--- config.mk ---
export PLATFORM = sky130hd
export DESIGN_NAME = instr_mem_loader_flat
export DESIGN_NICKNAME = d
export VERILOG_FILES = /design/src/rtl/instr_mem_loader_if.sv /design/src/rtl/instr_mem_loader.sv /design/src/flat_wrapper.sv
export SDC_FILE = /design/constraint.sdc
export NUM_CORES = 1
export LEC_CHECK = 0
export CAP_MARGIN = 20
export CORE_AREA = 3 3 60 117
export CTS_CLUSTER_DIAMETER = 40
export CTS_CLUSTER_SIZE = 24
export DETAILED_ROUTE_END_ITERATION = 6
export DIE_AREA = 0 0 63 120
export GPL_TIMING_DRIVEN = 0
export PLACE_DENSITY = 0.82
export SLEW_MARGIN = 20
export SYNTH_ARGS = -nofsm -noshare
export SYNTH_HDL_FRONTEND = slang
export SYNTH_SLANG_ARGS = --single-unit
--- constraint.sdc ---
create_clock -name clk_i -period 5.2 [get_ports clk_i]
set_input_delay 1.3 -clock clk_i [delete_from_list [all_inputs] [get_ports clk_i]]
set_output_delay 1.3 -clock clk_i [all_outputs]
set_load 0.01 [all_outputs]
--- src/rtl/instr_mem_loader_if.sv ---
// Signal bundle between an instruction-field producer, the loader and instruction memory.
// The slave modport is the loader's view; the master modport is the producer/memory side.
interface instr_mem_loader_if #(
  parameter int unsigned ADDR_W = 32,
  parameter int unsigned DEPTH  = 256
);
  localparam int unsigned CountW = $clog2(DEPTH) + 1;

  logic              valid_i;
  logic              ready_o;
  logic [5:0]        op_i;
  logic [4:0]        rs_i;
  logic [4:0]        rt_i;
  logic [4:0]        rd_i;
  logic [4:0]        shamt_i;
  logic [5:0]        funct_i;
  logic [15:0]       imm_i;
  logic              clear_i;
  logic              mem_we_o;
  logic [ADDR_W-1:0] mem_addr_o;
  logic [31:0]       mem_data_o;
  logic              mem_ack_i;
  logic [CountW-1:0] count_o;
  logic              full_o;
  logic              err_o;

  modport slave (
    input  valid_i, op_i, rs_i, rt_i, rd_i, shamt_i, funct_i, imm_i, clear_i, mem_ack_i,
    output ready_o, mem_we_o, mem_addr_o, mem_data_o, count_o, full_o, err_o
  );

  modport master (
    output valid_i, op_i, rs_i, rt_i, rd_i, shamt_i, funct_i, imm_i, clear_i, mem_ack_i,
    input  ready_o, mem_we_o, mem_addr_o, mem_data_o, count_o, full_o, err_o
  );
endinterface

--- src/rtl/instr_mem_loader.sv ---
// Encodes R/lw/sw/beq field descriptions into MIPS words and writes them to sequential
// word addresses in instruction memory over a write/ack handshake.
module instr_mem_loader #(
  parameter int unsigned       ADDR_W    = 32,
  parameter int unsigned       DEPTH     = 256,
  parameter logic [ADDR_W-1:0] BASE_ADDR = '0
) (
  input logic                clk_i,
  input logic                rst_i,
  instr_mem_loader_if.slave  bus
);
  localparam int unsigned CountW = $clog2(DEPTH) + 1;

  typedef enum logic [1:0] {StIdle, StWrite, StFull} state_e;

  state_e            state_q;
  logic              ready_q;
  logic              we_q;
  logic [ADDR_W-1:0] addr_q;
  logic [31:0]       data_q;
  logic [CountW-1:0] count_q;
  logic              full_q;
  logic              err_q;

  logic              legal;
  logic [31:0]       enc_word;
  logic [CountW-1:0] count_inc;
  logic [ADDR_W-1:0] next_addr;

  always_comb begin
    legal    = 1'b0;
    enc_word = {bus.op_i, bus.rs_i, bus.rt_i, bus.imm_i};
    unique case (bus.op_i)
      6'h00: begin
        legal    = 1'b1;
        enc_word = {bus.op_i, bus.rs_i, bus.rt_i, bus.rd_i, bus.shamt_i, bus.funct_i};
      end
      6'h23, 6'h2B, 6'h04: legal = 1'b1;
      default:             legal = 1'b0;
    endcase
  end

  assign count_inc = count_q + CountW'(1);
  // Address wraps modulo 2^ADDR_W only; there is no wrap inside DEPTH.
  assign next_addr = BASE_ADDR + (ADDR_W'(count_q) << 2);

  always_ff @(posedge clk_i or negedge rst_i) begin
    if (!rst_i) begin
      state_q <= StIdle;
      ready_q <= 1'b1;
      we_q    <= 1'b0;
      addr_q  <= BASE_ADDR;
      data_q  <= '0;
      count_q <= '0;
      full_q  <= 1'b0;
      err_q   <= 1'b0;
    end else begin
      err_q <= 1'b0;
      case (state_q)
        StIdle: begin
          if (bus.clear_i) begin
            count_q <= '0;
            full_q  <= 1'b0;
            addr_q  <= BASE_ADDR;
            ready_q <= 1'b1;
          end else if (bus.valid_i) begin
            if (legal) begin
              data_q  <= enc_word;
              addr_q  <= next_addr;
              we_q    <= 1'b1;
              ready_q <= 1'b0;
              state_q <= StWrite;
            end else begin
              err_q <= 1'b1;
            end
          end
        end
        StWrite: begin
          // clear_i is deliberately ignored here so an issued write always completes.
          if (bus.mem_ack_i) begin
            we_q    <= 1'b0;
            count_q <= count_inc;
            if (count_inc == CountW'(DEPTH)) begin
              full_q  <= 1'b1;
              ready_q <= 1'b0;
              state_q <= StFull;
            end else begin
              ready_q <= 1'b1;
              state_q <= StIdle;
            end
          end
        end
        StFull: begin
          if (bus.clear_i) begin
            count_q <= '0;
            full_q  <= 1'b0;
            addr_q  <= BASE_ADDR;
            ready_q <= 1'b1;
            state_q <= StIdle;
          end
        end
        default: begin
          state_q <= StIdle;
          ready_q <= 1'b1;
          we_q    <= 1'b0;
        end
      endcase
    end
  end

  assign bus.ready_o    = ready_q;
  assign bus.mem_we_o   = we_q;
  assign bus.mem_addr_o = addr_q;
  assign bus.mem_data_o = data_q;
  assign bus.count_o    = count_q;
  assign bus.full_o     = full_q;
  assign bus.err_o      = err_q;
endmodule

--- src/flat_wrapper.sv ---
// flat-port wrapper written by rule: the top's interface ports become plain ports
module instr_mem_loader_flat 
#(
  parameter int unsigned       ADDR_W    = 32,
  parameter int unsigned       DEPTH     = 256,
  parameter logic [ADDR_W-1:0] BASE_ADDR = '0
)
  (clk_i, rst_i, bus_valid_i, bus_op_i, bus_rs_i, bus_rt_i, bus_rd_i, bus_shamt_i, bus_funct_i, bus_imm_i, bus_clear_i, bus_mem_ack_i, bus_ready_o, bus_mem_we_o, bus_mem_addr_o, bus_mem_data_o, bus_count_o, bus_full_o, bus_err_o);
  instr_mem_loader_if #(.ADDR_W(ADDR_W), .DEPTH(DEPTH)) bus_i ();
  input logic clk_i;
  input logic rst_i;
  input wire logic [$bits(bus_i.valid_i)-1:0] bus_valid_i;
  input wire logic [$bits(bus_i.op_i)-1:0] bus_op_i;
  input wire logic [$bits(bus_i.rs_i)-1:0] bus_rs_i;
  input wire logic [$bits(bus_i.rt_i)-1:0] bus_rt_i;
  input wire logic [$bits(bus_i.rd_i)-1:0] bus_rd_i;
  input wire logic [$bits(bus_i.shamt_i)-1:0] bus_shamt_i;
  input wire logic [$bits(bus_i.funct_i)-1:0] bus_funct_i;
  input wire logic [$bits(bus_i.imm_i)-1:0] bus_imm_i;
  input wire logic [$bits(bus_i.clear_i)-1:0] bus_clear_i;
  input wire logic [$bits(bus_i.mem_ack_i)-1:0] bus_mem_ack_i;
  output wire logic [$bits(bus_i.ready_o)-1:0] bus_ready_o;
  output wire logic [$bits(bus_i.mem_we_o)-1:0] bus_mem_we_o;
  output wire logic [$bits(bus_i.mem_addr_o)-1:0] bus_mem_addr_o;
  output wire logic [$bits(bus_i.mem_data_o)-1:0] bus_mem_data_o;
  output wire logic [$bits(bus_i.count_o)-1:0] bus_count_o;
  output wire logic [$bits(bus_i.full_o)-1:0] bus_full_o;
  output wire logic [$bits(bus_i.err_o)-1:0] bus_err_o;
  assign bus_i.valid_i = bus_valid_i;
  assign bus_i.op_i = bus_op_i;
  assign bus_i.rs_i = bus_rs_i;
  assign bus_i.rt_i = bus_rt_i;
  assign bus_i.rd_i = bus_rd_i;
  assign bus_i.shamt_i = bus_shamt_i;
  assign bus_i.funct_i = bus_funct_i;
  assign bus_i.imm_i = bus_imm_i;
  assign bus_i.clear_i = bus_clear_i;
  assign bus_i.mem_ack_i = bus_mem_ack_i;
  assign bus_ready_o = bus_i.ready_o;
  assign bus_mem_we_o = bus_i.mem_we_o;
  assign bus_mem_addr_o = bus_i.mem_addr_o;
  assign bus_mem_data_o = bus_i.mem_data_o;
  assign bus_count_o = bus_i.count_o;
  assign bus_full_o = bus_i.full_o;
  assign bus_err_o = bus_i.err_o;
  instr_mem_loader #(.ADDR_W(ADDR_W), .DEPTH(DEPTH), .BASE_ADDR(BASE_ADDR)) u_core (.clk_i(clk_i), .rst_i(rst_i), .bus(bus_i));
endmodule
After elaboration in Yosys (flattened, before gate mapping)
Index checks and enable logic that the tools add are counted.

storage, ports and cells
  register bits = 79
  input bits = 53
  output and inout port bits = 77
  word-level logic and storage cells = 76

operators by class
  add/subtract/negate cells = 1
  equal/unequal tests = 15
  muxes and demuxes = 37
  bitwise gates (word level) = 2
  reductions and logical operators = 13

operators with widths
  cell                                                    count
  two-way mux 32 bit                                      4
  case mux 32 bit (2 select lines)                        1
  two-way mux 1 bit                                       18
  two-way mux 9 bit                                       2
  case mux 9 bit (2 select lines)                         1
  two-way mux 16 bit                                      1
  AND reduction 4 bit                                     4
  equality test 6 bit (second input constant)             2
  two-way mux 2 bit                                       6
  AND reduction 5 bit                                     2
  adder 9 x 1 -> 9 bit (second input constant)            1
  equality test 9 bit (second input constant)             1
  inequality test 2 bit (second input constant)           4
  equality test 6 x 3 -> 1 bit (second input constant)    1
  zero test 6 bit                                         1
  inequality test 2 x 1 -> 1 bit (second input constant)  3
  case mux 1 bit (3 select lines)                         2
  case mux 2 bit (3 select lines)                         1
  nonzero test 2 bit                                      2
  OR reduction 4 bit                                      1
  inequality test 3 x 2 -> 1 bit (second input constant)  1
  inequality test 3 bit (second input constant)           1
  AND reduction 3 bit                                     1
  equality test 2 x 1 -> 1 bit (second input constant)    1
  other kinds (5)                                         6

Logic depth before layout (Yosys ltp)
Gate-level depths: netlist of the first run.

  depth after elaboration = 7
  depth in mapped cells = 6
  mapped depth without buffers = 5

Worst setup path after synthesis of the first run
No wires, ideal clock.

  path type = input port to flip-flop
  start point = input bus_op_i[0]
  end point = register u_core.data_q[16], in the netlist u_core.bus.mem_data_o[16]
  library setup time = 0.128 ns
  arrival time = 2.688 ns
  data required time = 5.072 ns
  setup slack = 2.384 ns
  stages = 4
  buffers on the path = 1
  path through = or4_4 a211oi_4 buf_4 mux2_1

on the way
  word-level cells in the longest chain between the ends = 4
  elaborated cells between the ends (all ways) = 7
  those cells by class = 3 x eq/ne; 1 x mux; 3 x reduce/logical

ends and longest elaborated chain
  item                                               RTL line                source
  start: declaration                                 flat_wrapper.sv:13      input wire logic [$bits(bus_i.op_i)-1:0] bus_op_i;
  equality test 6 bit, or another cell as far along  instr_mem_loader.sv:33  unique case (bus.op_i)
  OR reduction 4 bit (no line) *                     n/a
  two-way mux 1 bit *                                instr_mem_loader.sv:33
  AND reduction 4 bit (no line) *                    n/a
  end signal: assignment                             instr_mem_loader.sv:68  data_q <= enc_word;
  end: declaration                                   instr_mem_loader.sv:20  logic [31:0] data_q;

Mark *: on every way between the ends. The rest lies on a longest branch, timed or not.
A chain may end at the register's enable or synchronous reset.

Final worst setup path of the first run
  start point = input bus_clear_i
  end point = register u_core.data_q[6], in the netlist u_core.bus.mem_data_o[6]

on the way
  word-level cells in the longest chain between the ends = 2

ends and longest elaborated chain
  item                           RTL line            source
  start: declaration             flat_wrapper.sv:20  input wire logic [$bits(bus_i.clear_i)-1:0] bus_clear_i;
  NOT 1 bit (no line)            n/a
  AND reduction 4 bit (no line)  n/a

No other way between the ends.

==> impl_metrics.json, run 1 <==
{
  "synth_cell_type_count": 39,
  "remaining_drc_errors": 0,
  "power_density_nw_per_um2": 306.3,
  "vias": 2204,
  "die_h_um": 120,
  "routed_wl_um": 7050,
  "p_leak_nw": 1.945,
  "ys.flop_type": "dfrtp_1",
  "utilization_pct": 64.29,
  "die_w_um": 63,
  "worst_ir_drop_vdd_mv": 0.2459,
  "cp.arrival_ps": 3400,
  "diodes": 0,
  "overflow": 0,
  "async_reset_ff_share_pct": 100.0,
  "fin_hold_ws_ps": 481.6,
  "postSynthAreaPerCell_um2": 11.08,
  "coreArea_um2": 6310,
  "hold_buffers": 0,
  "rsz0062_at_grt": "false",
  "grt.total_usage_pct": 19.52,
  "power.internal_w": 0.0009409,
  "drt_iter0_drc": 112,
  "ant_nets": 0,
  "grt_pass1_vias": 2228,
  "io_buffers": 106,
  "crit_required_ps": 5370,
  "detail_route.wl_per_cell_um": 15.36,
  "dr.max_layer_used": "met4",
  "cts_htree_levels": 2,
  "viasPerCell": 4.802,
  "pin_count": 130,
  "wl_met2_um": 4072,
  "comb_power_share_pct": 25.0,
  "ys_seq_area_share_pct": 53.43,
  "placementRows": 41,
  "cts_buffers": 5,
  "tightest_slew_ps": 860.9,
  "cts_tree": "done",
  "synth_top_family_by_area": "simple AND/OR/NAND/NOR gates",
  "cts.sinks": 56,
  "dp_hpwl_um": 5386,
  "layout-drive-gt1-share_pct": 12.60,
  "dr.pass1.iters": 4,
  "synth_adder_area_share_pct": 0.4766,
  "stdcell_area_um2": 4056,
  "pwr-share-seq_pct": 42.6,
  "wl_met3_um": 342,
  "yosysWarnings": 0,
  "clockRootBuffer": "clkbuf_16",
  "grt_pass1_wl_um": 11430,
  "synthMuxAreaShare_pct": 11.63,
  "swShare_pct": 24.28,
  "clkPwrFrac_pct": 32.4,
  "cts_resized": 0,
  "setup-violations-final": 0,
  "clk_pin_slew_worst_paths_ps": 70,
  "endpoint_kind": "flip-flop",
  "clock_latency_ps": 290,
  "met1_length_um": 2493,
  "max_freq_mhz": 309.0,
  "cp_cell_sequence": "clkdlybuf4s50_1 -> or4b_4 -> a211oi_4 -> buf_2 -> buf_2 -> a21oi_1",
  "setup_tns_ps": 0,
  "hold_viol": 0,
  "crit_top_cell": "buf_2",
  "crit_slowest_cell": "or4b_4",
  "gpl.final_weighted_congestion": 0.9493,
  "cpPeakStageDelay_ps": 540,
  "synth_edf_count": 0,
  "dieArea_um2": 7560,
  "netlist_area_um2": 2625,
  "finalWorstPathRequiredPeriod_ps": 3236,
  "grt_max_degree": 57,
  "critPathKind": "input pin to flip-flop",
  "maxCapViolCount": 0,
  "synth-simple-area-share_pct": 11.87,
  "cp-start-kind": "input pin",
  "period_share_pct": 62.24,
  "antenna_found_initial": 0,
  "hold_path.class": "flip-flop to flip-flop",
  "ys_ff_latch": 56,
  "synth_xor_xnor_area_share_pct": 1.001,
  "slew_headroom_pct": 42.61,
  "finClkSkew_ps": 4.682,
  "start_util_pct": 41.60,
  "postSynthCellCount": 237,
  "switching_power_w": 0.0003017,
  "slew_violations": 0,
  "synth_compound_area_share_pct": 11.82,
  "post-cts-setup-buffers": 0,
  "cts.path.max_buffers": 2,
  "path_max_fanout": 10,
  "outcome": "complete, no violations",
  "area_delta_synth_final_pct": 54.53,
  "nNetsFinal": 426,
  "dpl_cell_area_um2": 3874
}
placed cells by master, fill, tap and decap left out, types with 10 or more instances in the layout:
cell	count
a21oi_1	23
a22o_1	10
buf_4	25
clkdlybuf4s50_1	105
conb_1	23
dfrtp_1	55
mux2_1	10
mux2i_1	17
nor2_1	24
o21ai_0	10
registers in the layout (all words and copies together), names as in the netlist:
signal / flops
u_core.bus.mem_addr_o: 9
u_core.state_q: 2
u_core.bus.err_o: 1
u_core.bus.mem_we_o: 1
u_core.bus.ready_o: 1
u_core.bus.mem_data_o: 32
u_core.bus.full_o: 1
u_core.bus.count_o: 9
metal layers:
metal  track usage, %  vias to the layer above
li1                 -                     1052
met1            20.21                     1057
met2            37.33                       85
met3            3.652                       10
met4            7.884                        0
met5                0                        -
critical path, delay by kind of cell:
family	cells	cell delay [ps]
buffers and inverters	3	1100
AND/OR/NAND/NOR	1	540
AO/OA/AOI/OAI	2	460
layout make-up:
cell class	instances	area [um2]
Tap cell	86	107.6
Buffer	35	241.5
Clock inverter	1	30.03
Timing Repair Buffer	106	1059
Fill cell	531	2253
Clock buffer	7	152.6
Inverter	3	11.26
Multi-Input combinational cell	165	1052
Sequential cell	56	1403
per-stage QoR:
step | setup slack, ps | instances | total power, W
5_1_grt | 1848 | 459 | 0.001302
3_3_place_gp | 1101 | 451 | 0.0008434
4_1_cts | 1954 | 459 | 0.001259
3_5_place_dp | 1641 | 451 | 0.0008528
2_1_floorplan | 2384 | 259 | 0.0006528
6_report | 1964 | 459 | 0.001243
Yosys cell counts, types with 2 or more instances:
library cell  instances  area [um2]
mux2_2                2       22.52
nor2_1               24       90.09
a21oi_1              23       115.1
nand3_1               7       35.03
clkbuf_1              5       18.77
buf_6                 2       22.52
buf_4                24       180.2
a21o_1                3       22.52
inv_1                 3       11.26
nor2b_1               2       12.51
a22o_1               10       87.58
mux2_1               10       112.6
buf_2                 4       20.02
nor3_1                2       10.01
nand2_1               9       33.78
o21ai_0              10       50.05
nand4b_1              3       26.28
xor2_1                2       17.52
mux2i_1              17       170.2
dfrtp_1              55        1376
nand2b_1              2       12.51
power groups by stage:
| stage | clock network (W) | logic [W] | registers, W |
|---|---|---|---|
| after floorplan | 0 | 0.0000835 | 0.000569 |
| after global placement | 0 | 0.000308 | 0.000535 |
| after detailed placement | 0 | 0.000314 | 0.000539 |
| after CTS | 0.000413 | 0.000315 | 0.000530 |
| after global routing | 0.000429 | 0.000336 | 0.000538 |
| final | 0.000402 | 0.000311 | 0.000530 |
final timing paths:
check / startpoint / to / slack (ps) / cells past startpoint
max in group asynchronous: rst_i / u_core.state_q[1]$_DFFE_PN0P_ / 3650 / 1
hold reg to reg: u_core.bus.mem_we_o$_DFFE_PN0P_ / u_core.bus.mem_we_o$_DFFE_PN0P_ / 480 / 1
hold / removal: u_core.bus.mem_we_o$_DFFE_PN0P_ / u_core.bus.mem_we_o$_DFFE_PN0P_ / 480 / 1
setup / recovery: bus_clear_i / u_core.bus.mem_data_o[6]$_DFFE_PN0P_ / 1960 / 6
min in group asynchronous: rst_i / u_core.bus.mem_addr_o[10]$_DFFE_PN0P_ / 1050 / 1
setup reg to reg: u_core.state_q[1]$_DFFE_PN0P_ / u_core.bus.mem_data_o[6]$_DFFE_PN0P_ / 3010 / 5
kinds of logic (layout without fill, tap and decap cells):
family	after synthesis	after routing
AOI/OAI and AO/OA	49	49
xor gates and xnor gates	3	3
adders and majority gates	1	1
buffers and inverters	38	152
DFF	56	56
muxes	29	29
other	1	23
and+or+nand+nor	60	60
(Power assumes the default switching activity.)
==> run 2: changes to the inputs <==
--- a/config.mk
+++ b/config.mk
@@ -6,13 +6,13 @@
 export NUM_CORES = 1
 export LEC_CHECK = 0
 export CAP_MARGIN = 20
-export CORE_AREA = 3 3 60 117
+export CORE_AREA = 3 3 62 121
 export CTS_CLUSTER_DIAMETER = 40
 export CTS_CLUSTER_SIZE = 24
 export DETAILED_ROUTE_END_ITERATION = 6
-export DIE_AREA = 0 0 63 120
+export DIE_AREA = 0 0 65 124
 export GPL_TIMING_DRIVEN = 0
-export PLACE_DENSITY = 0.82
+export PLACE_DENSITY = 0.77
 export SLEW_MARGIN = 20
 export SYNTH_ARGS = -nofsm -noshare
 export SYNTH_HDL_FRONTEND = slang
==> constraint.sdc (replaced) <==
create_clock -name clk_i -period 3.2 [get_ports clk_i]
set_input_delay 0.8 -clock clk_i [delete_from_list [all_inputs] [get_ports clk_i]]
set_output_delay 0.8 -clock clk_i [all_outputs]
set_load 0.01 [all_outputs]
==> run 2 against run 1 <==
  * Final area down 0.74%
  * Core utilization down 4.0 points
  * Die area up 6.6%
  * Register-to-register slack worse by 1900 ps
  * Cell count up 0.44%
  * Clock-buffer cell count unchanged
  * Total power up 55%
==> impl_metrics.json, run 2 (synthesis results as in run 1) <==
{
  "placementRows": 42,
  "clkPwrFrac_pct": 29.2,
  "die_w_um": 65,
  "pin_count": 130,
  "crit_required_ps": 3380,
  "diodes": 0,
  "path_max_fanout": 10,
  "rr_startpoint": "u_core.state_q[1]$_DFFE_PN0P_",
  "r2r_end": "u_core.bus.mem_data_o[11]$_DFFE_PN0P_",
  "area_delta_synth_final_pct": 53.38,
  "cp_cell_sequence": "clkdlybuf4s50_1 -> or4b_4 -> a211oi_4 -> buf_2 -> buf_2 -> a21oi_1",
  "outcome": "complete, no violations",
  "cts_buffers": 5,
  "grt_use_met2_pct": 33.80,
  "clk_pin_slew_worst_paths_ps": 70,
  "switching_power_w": 0.0005008,
  "clock_latency_ps": 300,
  "cp-startpoint": "bus_clear_i",
  "largest_reg_flops": 32,
  "grt_max_degree": 57,
  "finClkSkew_ps": 7.510,
  "routed_wl_um": 6918,
  "dp_hpwl_um": 5489,
  "worst_ir_drop_vdd_mv": 0.2933,
  "io_buffers": 106,
  "layout_common_cells": "clkdlybuf4s50_1 (105), dfrtp_1 (55), buf_4 (25)",
  "pwr-share-seq_pct": 44.7,
  "grt_pass1_vias": 2184,
  "swShare_pct": 25.95,
  "clockRootBuffer": "clkbuf_16",
  "antenna_found_initial": 0,
  "viasPerCell": 4.764,
  "start_util_pct": 39.33,
  "cts.path.max_buffers": 2,
  "critical_path_depth": 6,
  "crit_slowest_cell": "or4b_4",
  "remaining_drc_errors": 0,
  "max_freq_mhz": 368.2,
  "endpoint_kind": "flip-flop",
  "critPathKind": "input pin to flip-flop",
  "setup_tns_ps": 0,
  "cts_tree": "done",
  "cp-start-kind": "input pin",
  "final_common_cell": "clkdlybuf4s50_1",
  "cts_htree_levels": 2,
  "period_share_pct": 84.88,
  "slew_headroom_pct": 52.22,
  "cpPeakStageDelay_ps": 550,
  "power.total_w": 0.001930,
  "fin_hold_ws_ps": 474.6,
  "hold_viol": 0,
  "grtUsageMet3_pct": 3.881,
  "r2r.worst_path.cells": 5,
  "cts_resized": 0,
  "setup-violations-final": 0,
  "multiInputGateArea_um2": 1052,
  "hold_buffers": 0,
  "use_met1_pct": 18.36,
  "utilization_pct": 60.33,
  "ff2ff_setup_slack_ps": 1060,
  "dr.pass1.iters": 4,
  "power_density_nw_per_um2": 479.3,
  "grt.total_usage_pct": 17.89,
  "path_buf_inv": 3,
  "die_h_um": 124,
  "grt_busiest_layer": "met2",
  "maxCapViolCount": 0,
  "nNetsFinal": 426,
  "coreArea_um2": 6674,
  "tightest_slew_ps": 716.7,
  "cp.arrival_ps": 2890,
  "power.internal_w": 0.001429,
  "cp_top_family": "buffers and inverters",
  "slew_violations": 0,
  "ant_nets": 0,
  "grt_pass1_wl_um": 10920,
  "overflow": 0,
  "p_leak_nw": 1.925,
  "drt_iter0_drc": 77,
  "fill_cells": 600,
  "layout-drive-gt1-share_pct": 12.33,
  "hold_path.class": "flip-flop to flip-flop",
  "crit_top_cell": "buf_2",
  "regArea_um2": 1403,
  "post-cts-setup-buffers": 0,
  "critPathCapture": "u_core.bus.mem_data_o[11]$_DFFE_PN0P_",
  "comb_power_share_pct": 26.1,
  "cts.sinks": 56,
  "detail_route.wl_per_cell_um": 15.01,
  "gpl.final_weighted_congestion": 0.8167,
  "vias": 2196,
  "rsz0062_at_grt": "false",
  "dieArea_um2": 8060,
  "finalWorstPathRequiredPeriod_ps": 2716
}
==> run 2: worst min path at each step <==
stage                                    startpoint                                end  slack, ps  cells past startpoint
detailed placement  u_core.bus.mem_we_o$_DFFE_PN0P_    u_core.bus.mem_we_o$_DFFE_PN0P_        460                      1
floorplan                                     rst_i  u_core.bus.count_o[0]$_DFFE_PN0P_        500                      0
CTS                 u_core.bus.mem_we_o$_DFFE_PN0P_    u_core.bus.mem_we_o$_DFFE_PN0P_        480                      1
global route        u_core.bus.mem_we_o$_DFFE_PN0P_    u_core.bus.mem_we_o$_DFFE_PN0P_        490                      1
global placement    u_core.bus.mem_we_o$_DFFE_PN0P_    u_core.bus.mem_we_o$_DFFE_PN0P_        460                      1
finish              u_core.bus.mem_we_o$_DFFE_PN0P_    u_core.bus.mem_we_o$_DFFE_PN0P_        470                      1
==> run 2: worst register-to-register path, stage by stage (launching register included) <==
cell	delay [ps]
dfrtp_1	430
or4b_4	560
a211oi_4	370
buf_2	300
buf_2	270
a21oi_1	100
==> run 2: layout make-up <==
| class | count | share of cell area [%] |
|---|---|---|
| inverters | 3 | 0.2797 |
| flip-flops and latches | 56 | 34.84 |
| repair buffers | 106 | 26.29 |
| clock buffers | 7 | 3.543 |
| plain buffers | 35 | 5.998 |
| multi-input cells | 165 | 26.13 |
| well taps | 88 | 2.735 |
| clock inverters | 1 | 0.1865 |
==> run 2: power by group through the flow <==
| stage | logic (W) | clock network (W) | registers, W |
|---|---|---|---|
| 5_1_grt | 0.000539 | 0.000607 | 0.000876 |
| 4_1_cts | 0.000512 | 0.000578 | 0.000864 |
| 3_5_place_dp | 0.000511 | 0 | 0.000878 |
| 3_3_place_gp | 0.000501 | 0 | 0.000869 |
| 6_report | 0.000504 | 0.000563 | 0.000862 |
| 2_1_floorplan | 0.000136 | 0 | 0.000925 |
==> run 2: metal layers <==
layer	share of wire [%]	routed length, um
met1	35	2387
met2	57	3942
met3	6.8	471
met4	1.7	117
met5	0	0
==> run 2: through the flow <==
step,worst slack (ps),cells,area (um2)
2_1_floorplan,884.4,259,2708
3_3_place_gp,-406.8,453,3879
3_5_place_dp,154.4,453,3876
4_1_cts,469.1,461,4026
5_1_grt,352.6,461,4026
6_report,484.0,461,4026
==> run 3: changes to the inputs <==
--- a/config.mk
+++ b/config.mk
@@ -6,13 +6,13 @@
 export NUM_CORES = 1
 export LEC_CHECK = 0
 export CAP_MARGIN = 20
-export CORE_AREA = 3 3 62 121
+export CORE_AREA = 3 3 65 127
 export CTS_CLUSTER_DIAMETER = 40
 export CTS_CLUSTER_SIZE = 24
 export DETAILED_ROUTE_END_ITERATION = 6
-export DIE_AREA = 0 0 65 124
+export DIE_AREA = 0 0 68 130
 export GPL_TIMING_DRIVEN = 0
-export PLACE_DENSITY = 0.77
+export PLACE_DENSITY = 0.74
 export SLEW_MARGIN = 20
 export SYNTH_ARGS = -nofsm -noshare
 export SYNTH_HDL_FRONTEND = slang
==> constraint.sdc (replaced) <==
create_clock -name clk_i -period 2.4 [get_ports clk_i]
set_input_delay 0.6 -clock clk_i [delete_from_list [all_inputs] [get_ports clk_i]]
set_output_delay 0.6 -clock clk_i [all_outputs]
set_load 0.01 [all_outputs]
==> run 3 against run 2 <==
  * Register-to-register slack got worse by 650 ps
  * Sequential power increased by 33%
  * Flip-flop and latch count unchanged
  * Core utilization decreased by 5.0 points
  * Die area increased by 9.7%
  * Total power increased by 37%
  * Global-route usage decreased by 1.2 points
  * Routed wire length increased by 3.2%
  * Critical path depth increased by 1
  * Combinational power increased by 35%
  * Via count increased by 1.5%
==> impl_metrics.json, run 3 (synthesis results as in run 1) <==
{
  "outcome": "complete, no violations",
  "comb_power_share_pct": 25.7,
  "dr.max_layer_used": "met4",
  "endpoint_kind": "flip-flop",
  "cts.path.max_buffers": 2,
  "power.internal_w": 0.001981,
  "clock_latency_ps": 290,
  "slew_violations": 0,
  "timing.final.ws_setup_ps": 67.17,
  "hold_path.class": "input pin to asynchronous set/reset pin",
  "dp_slack_ps": -443.0,
  "clockRootBuffer": "clkbuf_16",
  "detail_route.wl_per_cell_um": 15.29,
  "remaining_drc_errors": 0,
  "wl_met2_um": 4062,
  "finClkSkew_ps": 5.388,
  "rsz0062_at_grt": "false",
  "pwr-share-seq_pct": 43.4,
  "max_freq_mhz": 428.7,
  "grt_pass1_wl_um": 10940,
  "worst_ir_drop_vdd_mv": 0.3724,
  "cts_buffers": 5,
  "die_w_um": 68,
  "fin_hold_ws_ps": 349.7,
  "dp_hpwl_um": 5537,
  "period_share_pct": 97.20,
  "pin_count": 130,
  "rr_startpoint": "u_core.state_q[1]$_DFFE_PN0P_",
  "dr.pass1.iters": 4,
  "largest_reg_flops": 32,
  "hold_viol": 0,
  "cts_tree": "done",
  "die_h_um": 130,
  "start_util_pct": 35.58,
  "maxCapViolCount": 0,
  "r2r.worst_path.cells": 5,
  "nNetsFinal": 428,
  "power_density_nw_per_um2": 648.2,
  "final_common_cell": "clkdlybuf4s50_1",
  "critPathKind": "input pin to flip-flop",
  "hold_buffers": 0,
  "layout-drive-gt1-share_pct": 13.33,
  "vias": 2228,
  "drt_iter0_drc": 70,
  "dieArea_um2": 8840,
  "grt_max_degree": 57,
  "grt.total_usage_pct": 16.70,
  "area_delta_synth_final_pct": 55.43,
  "coreArea_um2": 7377,
  "diodes": 0,
  "gpl.final_weighted_congestion": 0.8024,
  "antenna_found_initial": 0,
  "ff2ff_setup_slack_ps": 410,
  "cts_htree_levels": 2,
  "cp-start-kind": "input pin",
  "path_max_fanout": 10,
  "slew_headroom_pct": 52.41,
  "clkPwrFrac_pct": 31.0,
  "io_buffers": 106,
  "swShare_pct": 25.09,
  "crit_required_ps": 2570,
  "routed_wl_um": 7140,
  "setup-violations-final": 0,
  "placementRows": 44,
  "clk_pin_slew_worst_paths_ps": 70,
  "overflow": 0,
  "r2r_end": "u_core.bus.mem_data_o[17]$_DFFE_PN0P_",
  "cts.sinks": 56,
  "ant_nets": 0,
  "layout_common_cells": "clkdlybuf4s50_1 (104), dfrtp_1 (55), buf_4 (28)",
  "switching_power_w": 0.0006635,
  "p_leak_nw": 1.961,
  "finalWorstPathRequiredPeriod_ps": 2333,
  "wl_met3_um": 518,
  "viasPerCell": 4.771,
  "cp.arrival_ps": 2500,
  "grt_pass1_vias": 2292,
  "tightest_slew_ps": 713.8,
  "met1_length_um": 2335
}
run 3: power groups by stage:
stage / sequential [W] / clock (W) / combinational, W
after floorplan: 0.00123 / 0 / 0.000181
after CTS: 0.00115 / 0.000839 / 0.000689
final: 0.00115 / 0.000819 / 0.000679
after detailed placement: 0.00117 / 0 / 0.000682
after global placement: 0.00116 / 0 / 0.000671
after global routing: 0.00116 / 0.000876 / 0.000734
run 3: how the worst max path moves through the flow:
stage / from / to / slack, ps / cells past startpoint
2_1_floorplan: bus_op_i[0] / u_core.bus.mem_data_o[16]$_DFFE_PN0P_ / 280 / 4
3_3_place_gp: rst_i / u_core.bus.mem_data_o[15]$_DFFE_PN0P_ / -1060 / 1
3_5_place_dp: bus_clear_i / u_core.bus.mem_data_o[8]$_DFFE_PN0P_ / -440 / 6
4_1_cts: bus_op_i[0] / u_core.bus.mem_data_o[17]$_DFFE_PN0P_ / 30 / 5
5_1_grt: bus_op_i[1] / u_core.bus.mem_data_o[15]$_DFFE_PN0P_ / 6 / 7
6_report: bus_op_i[1] / u_core.bus.mem_data_o[8]$_DFFE_PN0P_ / 70 / 7
run 3: cell type report:
type                    instances  area [um2]
well taps                      92       115.1
fillers                       691        3297
repair buffers                109        1084
clock inverters                 2       35.03
flip-flops and latches         56        1403
multi-input cells             165        1057
inverters                       3       11.26
clock buffers                   6       128.9
plain buffers                  34       246.5
run 3: worst max-delay path, cell delays in order:
cell,delay [ps]
clkdlybuf4s50_1,420
or4_4,580
or3_4,340
buf_6,150
buf_6,150
mux2i_1,160
a21oi_1,90
run 3: repair_timing:
item	in CTS	in global routing
buffers inserted	2	1
endpoints found under the setup margin	29	28
pin swaps	1	2
cloned	0	0
gates resized for setup	2	4
run 3: layer usage:
metal	track usage, %	up-vias
met4	8.910	0
met5	0	-
li1	-	1054
met1	16.13	1064
met3	2.756	16
met2	31.80	94
run 3: per-stage QoR:
step / power, W / setup TNS, ps / area, um2 / std cells / utilization (%)
final: 0.002645 / 0 / 4080 / 467 / 55.31
after CTS: 0.002675 / 0 / 4064 / 467 / 55.09
after floorplan: 0.001414 / 0 / 2708 / 259 / -
after global placement: 0.001831 / -70570 / 3884 / 457 / 52.65
after detailed placement: 0.001848 / -13480 / 3881 / 457 / 52.61
after global routing: 0.002773 / 0 / 4080 / 467 / 55.31
